[config.mk]
export PLATFORM = sky130hd
export DESIGN_NAME = hawk_att_lkup
export DESIGN_NICKNAME = d
export VERILOG_FILES = /design/src/rtl/hawk_att_lkup.sv
export SDC_FILE = /design/constraint.sdc
export NUM_CORES = 1
export LEC_CHECK = 0
export BUFFER_PORTS_ARGS = -buffer_cell sky130_fd_sc_hd__buf_2
export CAP_MARGIN = 20
export CORE_AREA = 5 5 284 286
export DETAILED_ROUTE_END_ITERATION = 10
export DIE_AREA = 0 0 289 291
export PLACE_DENSITY_LB_ADDON = 0.08
export SYNTH_ARGS = -nofsm -noshare
export SYNTH_HDL_FRONTEND = slang
export SYNTH_SLANG_ARGS = --single-unit
[constraint.sdc]
create_clock -name clk_i -period 3.4 [get_ports clk_i]
set_clock_uncertainty 0.05 [all_clocks]
set_input_delay 0.34 -clock clk_i [delete_from_list [all_inputs] [get_ports clk_i]]
set_output_delay 0.34 -clock clk_i [all_outputs]
set_load 0.02 [all_outputs]
[src/rtl/hawk_att_lkup.sv]
// HAWK ATT lookup stage: hppa -> ATT line fetch over AXI -> decoded translation result.
// Define HAWK_ATT_LINE_CACHE_EN to enable the one-line ATT cache.

package hawk_att_pkg;
    localparam logic [63:0] HAWK_ATT_START = 64'h0000_0000_4000_0000;
    localparam logic [63:0] HPPA_BASE_ADDR = 64'h0000_0001_0000_0000;
    localparam logic [63:0] ATT_ENTRY_CNT  = 64'd4096;

    localparam logic [1:0] STS_DALLOC = 2'b00;
    localparam logic [1:0] STS_UNCOMP = 2'b01;
    localparam logic [1:0] STS_COMP   = 2'b10;
    localparam logic [1:0] STS_INCOMP = 2'b11;

    typedef struct packed {
        logic [7:0]  zpd_cnt;
        logic [43:0] way;
        logic [9:0]  rsvd;
        logic [1:0]  sts;
    } AttEntry;

    typedef struct packed {
        logic        lookup;
        logic [51:0] hppa;
        logic        zeroBlkWr;
    } att_lkup_reqpkt_t;

    typedef struct packed {
        logic        arvalid;
        logic [63:0] araddr;
        logic [7:0]  arlen;
        logic [2:0]  arsize;
        logic [1:0]  arburst;
        logic        rready;
    } axi_rd_reqpkt_t;

    typedef struct packed {
        logic arready;
    } axi_rd_rdypkt_t;

    typedef struct packed {
        logic         rvalid;
        logic [511:0] rdata;
        logic [1:0]   rresp;
        logic         rlast;
    } axi_rd_resppkt_t;

    typedef struct packed {
        logic [63:0] ppa;
        logic [1:0]  sts;
        logic        allow_access;
        logic        zpd_update;
        logic [7:0]  zpd_cnt;
    } trnsl_reqpkt_t;

    // ATT entries are stored big-endian; reverse the bytes inside every 8B word.
    function automatic logic [511:0] get_8byte_byteswap(input logic [511:0] line);
        logic [511:0] sw;
        sw = '0;
        for (int w = 0; w < 8; w++) begin
            for (int b = 0; b < 8; b++) begin
                sw[64*w + 8*b +: 8] = line[64*w + 8*(7-b) +: 8];
            end
        end
        return sw;
    endfunction
endpackage

module hawk_att_lkup
    import hawk_att_pkg::*;
#(
    parameter logic [63:0] ATT_BASE  = HAWK_ATT_START,
    parameter logic [63:0] HPPA_BASE = HPPA_BASE_ADDR,
    parameter logic [63:0] ENTRY_CNT = ATT_ENTRY_CNT
) (
    input  logic             clk_i,
    input  logic             rst_ni,
    input  att_lkup_reqpkt_t lkup_req_i,
    output logic             lkup_ready_o,
    output axi_rd_reqpkt_t   rd_req_o,
    input  axi_rd_rdypkt_t   rd_rdy_i,
    input  axi_rd_resppkt_t  rd_resp_i,
    output trnsl_reqpkt_t    trnsl_o,
    output logic             trnsl_valid_o,
    input  logic             trnsl_ready_i,
    input  logic             att_upd_i,
    output logic             lkup_err_o
);
    typedef enum logic [1:0] {
        ST_IDLE = 2'd0,
        ST_AR   = 2'd1,
        ST_R    = 2'd2,
        ST_RESP = 2'd3
    } state_e;

    state_e        r_state;
    state_e        w_state_nxt;

    logic [63:0]   r_line_addr;
    logic [2:0]    r_slot;
    logic          r_zero_wr;
    trnsl_reqpkt_t r_trnsl;

    logic [63:0]   w_byte_addr;
    logic [63:0]   w_off;
    logic [63:0]   w_idx;
    logic [63:0]   w_line_addr;
    logic          w_unmanaged;
    logic          w_accept;
    logic          w_hit;
    logic          w_beat;
    logic          w_beat_err;
    logic [511:0]  w_line_sw;
    logic [511:0]  w_line_sel;
    logic [2:0]    w_slot;
    logic          w_zero;
    AttEntry       w_entry;
    trnsl_reqpkt_t w_line_res;
    trnsl_reqpkt_t w_unmgd_res;
    logic [9:0]    w_unused_rsvd;

    function automatic trnsl_reqpkt_t decode(input logic [7:0]  zpd,
                                             input logic [43:0] way,
                                             input logic [1:0]  sts,
                                             input logic        zw,
                                             input logic        err);
        trnsl_reqpkt_t t;
        t.ppa          = {8'h00, way, 12'h000};
        t.sts          = err ? STS_DALLOC : sts;
        t.allow_access = !err && (sts == STS_UNCOMP);
        t.zpd_update   = !err && zw && (sts == STS_UNCOMP);
        t.zpd_cnt      = (t.zpd_update && (zpd != 8'hFF)) ? zpd + 8'd1 : zpd;
        return t;
    endfunction

    assign w_byte_addr = {lkup_req_i.hppa, 12'h000};
    assign w_off       = w_byte_addr - HPPA_BASE;
    assign w_idx       = w_off >> 12;
    assign w_unmanaged = (w_byte_addr < HPPA_BASE) || (w_idx >= ENTRY_CNT);
    assign w_line_addr = ATT_BASE + ((w_idx >> 3) << 6);
    assign w_accept    = (r_state == ST_IDLE) && lkup_req_i.lookup;

    assign w_beat      = (r_state == ST_R) && rd_resp_i.rvalid;
    assign w_beat_err  = w_beat && ((rd_resp_i.rresp != 2'b00) || !rd_resp_i.rlast);
    assign lkup_err_o  = w_beat_err;
    assign w_line_sw   = get_8byte_byteswap(rd_resp_i.rdata);

`ifdef HAWK_ATT_LINE_CACHE_EN
    logic         r_cache_vld;
    logic [63:0]  r_cache_addr;
    logic [511:0] r_cache_data;

    // A rewrite in the same cycle as the lookup must not be served stale data.
    assign w_hit      = r_cache_vld && !att_upd_i && (r_cache_addr == w_line_addr);
    assign w_line_sel = (r_state == ST_IDLE) ? r_cache_data : w_line_sw;

    always_ff @(posedge clk_i) begin
        if (!rst_ni) begin
            r_cache_vld  <= 1'b0;
            r_cache_addr <= '0;
            r_cache_data <= '0;
        end else if (att_upd_i) begin
            r_cache_vld  <= 1'b0;
        end else if (w_beat && !w_beat_err) begin
            r_cache_vld  <= 1'b1;
            r_cache_addr <= r_line_addr;
            r_cache_data <= w_line_sw;
        end
    end
`else
    logic w_unused_upd;

    assign w_hit        = 1'b0;
    assign w_line_sel   = w_line_sw;
    assign w_unused_upd = att_upd_i;
`endif

    // In IDLE the entry comes from the cached line for the incoming request.
    assign w_slot        = (r_state == ST_IDLE) ? w_idx[2:0] : r_slot;
    assign w_zero        = (r_state == ST_IDLE) ? lkup_req_i.zeroBlkWr : r_zero_wr;
    assign w_entry       = AttEntry'(w_line_sel[64*w_slot +: 64]);
    assign w_unused_rsvd = w_entry.rsvd;
    assign w_line_res    = decode(w_entry.zpd_cnt, w_entry.way, w_entry.sts, w_zero, w_beat_err);

    always_comb begin
        w_unmgd_res              = '0;
        w_unmgd_res.ppa          = w_byte_addr;
        w_unmgd_res.sts          = STS_UNCOMP;
        w_unmgd_res.allow_access = 1'b1;
    end

    always_ff @(posedge clk_i) begin
        if (!rst_ni) begin
            r_state <= ST_IDLE;
        end else begin
            r_state <= w_state_nxt;
        end
    end

    always_comb begin
        w_state_nxt   = r_state;
        lkup_ready_o  = 1'b0;
        trnsl_valid_o = 1'b0;
        rd_req_o      = '0;
        case (r_state)
            ST_IDLE: begin
                lkup_ready_o = 1'b1;
                if (lkup_req_i.lookup) begin
                    w_state_nxt = (w_unmanaged || w_hit) ? ST_RESP : ST_AR;
                end
            end
            ST_AR: begin
                rd_req_o.arvalid = 1'b1;
                rd_req_o.araddr  = r_line_addr;
                rd_req_o.arlen   = 8'd0;
                rd_req_o.arsize  = 3'd6;
                rd_req_o.arburst = 2'b01;
                if (rd_rdy_i.arready) begin
                    w_state_nxt = ST_R;
                end
            end
            ST_R: begin
                rd_req_o.rready = 1'b1;
                if (rd_resp_i.rvalid) begin
                    w_state_nxt = ST_RESP;
                end
            end
            ST_RESP: begin
                trnsl_valid_o = 1'b1;
                if (trnsl_ready_i) begin
                    w_state_nxt = ST_IDLE;
                end
            end
            default: w_state_nxt = ST_IDLE;
        endcase
    end

    always_ff @(posedge clk_i) begin
        if (!rst_ni) begin
            r_line_addr <= '0;
            r_slot      <= '0;
            r_zero_wr   <= 1'b0;
            r_trnsl     <= '0;
        end else begin
            if (w_accept) begin
                r_line_addr <= w_line_addr;
                r_slot      <= w_idx[2:0];
                r_zero_wr   <= lkup_req_i.zeroBlkWr;
                if (w_unmanaged) begin
                    r_trnsl <= w_unmgd_res;
                end else if (w_hit) begin
                    r_trnsl <= w_line_res;
                end
            end
            if (w_beat) begin
                r_trnsl <= w_line_res;
            end
        end
    end

    assign trnsl_o = r_trnsl;
endmodule

# Word-level counts from Yosys, hierarchy flattened
# Index checks and enable logic that the tools add are counted.
word_totals:
  wordCells: 62
  in_bits: 575
  reg_bits: 134
  out_inout_bits: 158
op_classes:
  n_bitwise: 1
  shifts: 1
  n_reduce_logical: 19
  addsub: 3
  muxes: 17
  magnitude_cmp: 2
  eq_ne: 9
ops:
  columns: ["cell", "count"]
  rows:
  - ["$shiftx 512x10->64", 1]
  - ["$mux 68", 3]
  - ["$mux 78", 1]
  - ["$lt 64x33->1 const B", 1]
  - ["$sub 64x33->64 const B", 1]
  - ["$add 31x55->56 const A", 1]
  - ["$ge 52x13->1 const B", 1]
  - ["$mux 2", 6]
  - ["$add 8x1->8 const B", 1]
  - ["$mux 8", 1]
  - ["$ne 2x2->1 const B", 4]
  - ["$ne 8x8->1 const B", 1]
  - ["$pmux 2 s4", 1]
  - ["$logic_and 1x1->1", 7]
  - ["$reduce_bool 2->1", 3]
  - ["$eq 2x1->1 const B", 2]
  - ["$eq 2x2->1 const B", 2]
  - ["$mux 1", 4]
  - ["$reduce_and 2->1", 2]
  - ["$reduce_and 4->1", 1]
  - ["$mux 3", 1]
  - ["$logic_not 1->1", 2]
  - ["$logic_not 2->1", 1]
  - ["$logic_or 1x1->1", 2]
  - ["2 further kinds", 2]

# Logic depth before layout (Yosys ltp)
logic_depth:
  ltp_word: 9
  mapped_depth: 14

# Worst setup path after synthesis
# OpenSTA, ideal clock, no wires.
synth_timing:
  kind: "register -> register"
  startpoint: "register r_state[0]"
  endpoint: "register r_trnsl, in the netlist trnsl_o[27]"
  setup_slack_ns: -0.265
  t_arrival_ns: 3.494
  path_buffers: 5
  stages_incl_launch_ff: 14
  required_ns: 3.229
  setup_ns: 0.121
  path_cell_list: "dfxtp_1 inv_1 ha_1 buf_1 mux2i_1 clkbuf_1 clkbuf_1 buf_2 buf_2 mux4_2 nand2_1 nand3_1 o211ai_1 o21ai_1"
synth_between:
  elab_chain_cells: 4
synth_rtl:
  columns: ["item", "line_no", "text"]
  rows:
  - ["from (decl)", "95", "state_e r_state;"]
  - ["from (signal assigned)", "195", "r_state <= w_state_nxt;"]
  - ["$logic_not 2->1 / $eq 2x2->1 (equally long branches)", "140, 178, 142", null]
  - ["$mux 3, or another cell as far along", "178", "assign w_slot = (r_state == ST_IDLE) ? w_idx[2:0] : r_slot;"]
  - ["$shiftx 512x10->64 / $reduce_bool 2->1 (equally long branches)", null, null]
  - ["$mux 68 / $reduce_and 2->1 (equally long branches)", null, null]
  - ["to (signal assigned)", "249", "r_trnsl <= w_unmgd_res;"]
  - ["to (signal assigned)", "251", "r_trnsl <= w_line_res;"]
  - ["to (signal assigned)", "255", "r_trnsl <= w_line_res;"]
  - ["to (decl)", "101", "trnsl_reqpkt_t r_trnsl;"]
# Parallel ways exist; a longest one is shown, timed or not.
# A chain may end at the register's enable or synchronous reset.

# Final worst setup path
layout_timing:
  startpoint: "input port lkup_req_i[22] (netlist name)"
  endpoint: "register r_trnsl, in the netlist trnsl_o[67]"
layout_between:
  elab_chain_cells: 5
layout_rtl:
  columns: ["item", "line_no", "text"]
  rows:
  - ["from (decl)", "77", "input att_lkup_reqpkt_t lkup_req_i,"]
  - ["$sub 64x33->64", "136", "assign w_off = w_byte_addr - HPPA_BASE;"]
  - ["$ge 52x13->1", "138", "assign w_unmanaged = (w_byte_addr < HPPA_BASE) || (w_idx >= ENTRY_CNT);"]
  - ["$logic_or 1x1->1 *", "138", null]
  - ["$reduce_bool 2->1 (no source line) *", null, null]
  - ["$reduce_and 2->1 (no source line) *", null, null]
# Every way passes the cells marked *; elsewhere a longest branch is shown, timed or not.

==> metrics.csv <==
stage,metric,value,unit
sta,hold_violations,0,
global_route,grtUsageTotal,16.4,%
cts,cts_sinks,120,
detailed_routing,drt_wl_total,71700,um
detailed_routing,wl_per_cell,22.8,um
global_route,grt_start_max_net_pins,129,
worst_setup_path,path_class,input pin to flip-flop,
floorplanning,core_area,78100,sq um
cts,cts_root_buf,clkbuf_16,
hold_path,hold_class,input pin to flip-flop,
pwr,power_density,634,nW/um^2
synth,syn-instance-count,1398,
cts,cts_max_level,4,
global_route,grt_pass1_wl,101000,um
worst_setup_path,cp.arrival,3640,ps
synth,synth_compound_area_share,19.2,%
sta,min_period_over_period,97.1,%
synth,synth_warnings,0,
cts,cts_tree,built,
sta,finalCriticalPeriod,3300,ps
cts,clk_latency,470,ps
global_route,grt_pass1_vias,14221,
synth,synth_simple_gate_area_share,27.8,%
detailed_routing,drc,0,
run,drv_cap,0,
layout,syn_to_final_growth,53.7,%
sta,final-setup-viol-count,0,
global_route,grt.overflow.total,0,
cts,clk_pin_slew,60,ps
detailed_routing,final_antenna_net_count,0,
synth,async_reset_ff_share,0,%
worst_setup_path,cp.required,3740,ps
floorplanning,die_y,291,um
layout,final_layout_size_suffix_gt1_share,45.1,%
placed_design,dp_slack,-378,ps
synth,yosysSeqAreaShare,21.8,%
synth,synthAdderAreaFrac,0.908,%
detailed_routing,routed-via-count,13505,
layout,final_nets,2656,
detailed_routing,viasPerCell,4.30,
synth,synth_edf_count,0,
pwr,p_leak,0.00730,uW
floorplanning,rows,103,
floorplanning,die_x,289,um
detailed_routing,initialDrtViolationCount,669,
pwr,ir_drop,0.397,mV
cts,cts_buffers,17,
synth,syn_area_per_cell,7.88,sq um
run_status,status,"finished, final reports clean",
worst_setup_path,worstPathMaxFanout,18,
placed_design,dp_hpwl,60000,um
sta,slew_headroom,56.4,%
layout,multi_input_area,8000,sq um
sta,drv_slew,0,
sta,finalWorstSetupSlack,97.8,ps
synth,synth-seq-cells,120,
global_route,antenna_found_initial,24,
synth,ys.flop_type,dfxtp_1,
synth,synth-xor-area-share,3.02,%
synth,synth_top_family_by_area,simple AND/OR/NAND/NOR gates,
floorplanning,initial_core_util,14.1,%
placed_design,port_buffers,615,
sta,fmax,0.303,GHz
worst_setup_path,start_kind,input pin,
synth,synthDistinctLibCells,75,
cts,cts.path.max_buffers,2,
sta,worst_pin_slew,654,ps
pwr,power,10700,uW
synth,syn-cell-area,11000,sq um
floorplanning,dieArea,84100,sq um
layout,fillers,8930,
detailed_routing,drtPass1Iterations,5,
worst_setup_path,end_kind,flip-flop,
synth,synthMuxAreaShare,19.3,%
placed_design,finalWeightedCongestion,0.796,
floorplanning,io_pins,733,
layout,final-seq-area,2400,sq um
-- layout make-up --
cell class	instances	area share [%]
Timing Repair Buffer	784	26.8
Clock inverter	11	0.872
Tap cell	1050	7.76
Sequential cell	120	14.2
Inverter	16	0.369
Clock buffer	21	2.72
Multi-Input combinational cell	1134	47.2
Antenna cell	4	0.0591
-- stage by stage --
step | utilization [%] | std cells | hold WS, ps | setup TNS [ps] | instance area, sq um
2_1_floorplan | - | 1433 | 377 | 0 | 11200
3_3_place_gp | 20.7 | 3100 | 391 | -21730 | 16200
3_5_place_dp | 20.7 | 3100 | 394 | -23440 | 16200
4_1_cts | 21.5 | 3133 | 2.36 | 0 | 16800
5_1_grt | 21.7 | 3138 | 44.6 | -9.53 | 16900
6_report | 21.7 | 3140 | 75.3 | 0 | 16900
-- metal layers --
metal	track usage [%]	vias up	routed length [um]
met2	27.0	434	34400
met4	3.52	20	986
met3	4.56	68	4360
li1	-	6475	-
met5	0	-	116
met1	21.4	6508	31800
-- repair_timing --
item                       4_1_cts  5_1_grt
resized for setup                1       10
hold endpoints to repair         1        0
setup endpoints to repair        3       34
hold buffers                     1        0
pin swaps                        0        2
cloned                           0        1
setup buffers                    0        2
-- critical path, cell delays in order --
cell,delay [ps]
buf_2,110
inv_1,70
ha_1,240
or4b_1,560
nor3_1,350
xnor2_1,210
nand4b_1,140
or4_4,580
buf_4,170
o31ai_4,280
buf_12,160
clkbuf_16,190
nand3_1,90
a21oi_1,150
-- final timing paths --
check,cells after the start,slack (ps),to,start
worst max-delay path,14,100,trnsl_o[67],lkup_req_i[22]
worst min-delay path,3,80,r_line_addr[8],lkup_req_i[6]
worst max register to register,12,200,trnsl_o[6],r_state[1]
worst min register to register,2,400,r_line_addr[35],r_line_addr[35]
-- cell families (layout without fill, tap and decap cells) --
kind of cell    after synthesis  after routing
simple gates                615            615
buf+inv                     179            832
compound gates              335            335
xor+xnor                     38             38
mux                         102            102
fa+ha+maj                     8              8
other cells                   1             40
flops                       120            120
-- cells in the mapped netlist (all sizes together) (5+ instances only) --
cell type / instances / area (sq um)
clkbuf: 89 / 334
nand2: 230 / 863
and2: 63 / 394
xnor2: 28 / 245
a22o: 8 / 70.1
nor2b: 17 / 106
or2: 6 / 37.5
nor3: 35 / 180
o31a: 6 / 52.6
inv: 16 / 60.1
a211oi: 13 / 97.6
a21oi: 95 / 475
nand2b: 9 / 56.3
nand3: 78 / 390
o21ai: 79 / 395
ha: 8 / 100
a311oi: 5 / 43.8
or4: 15 / 116
mux2i: 10 / 100
or3: 11 / 68.8
mux4: 88 / 1980
o211ai: 17 / 128
buf: 74 / 485
nor4: 21 / 174
nor2: 86 / 338
nand4: 21 / 146
dfxtp: 120 / 2400
a22oi: 5 / 37.5
xor2: 10 / 87.6
and3: 5 / 31.3
a211o: 6 / 52.6
a31oi: 45 / 282
a221oi: 12 / 105
o22ai: 11 / 68.8
-- flip-flops by register name, summed over array words and instances (netlist names) --
| signal | flops |
|---|---|
| r_line_addr | 50 |
| r_slot | 3 |
| r_state | 2 |
| r_zero_wr | 1 |
| trnsl_o | 64 |
-- power by group --
group	switching (uW)	internal (uW)
Combinational	4000	2860
Sequential	179	1720
Clock	788	1190
Total	4970	5770
-- cell usage in the layout, fill, tap and decap left out, types with 17 or more instances in the layout --
| master | instances |
|---|---|
| buf_2 | 615 |
| nand2_1 | 228 |
| buf_4 | 153 |
| dfxtp_1 | 120 |
| a21oi_1 | 95 |
| mux4_2 | 88 |
| nor2_1 | 83 |
| nand3_1 | 78 |
| and2_1 | 60 |
| o21ai_1 | 52 |
| a31oi_1 | 44 |
| conb_1 | 36 |
| nor3_1 | 34 |
| xnor2_1 | 28 |
| o21ai_0 | 27 |
| nand4_1 | 20 |
| clkbuf_16 | 18 |
| nor2b_1 | 17 |
| o211ai_1 | 17 |
(Power assumes the default switching activity.)
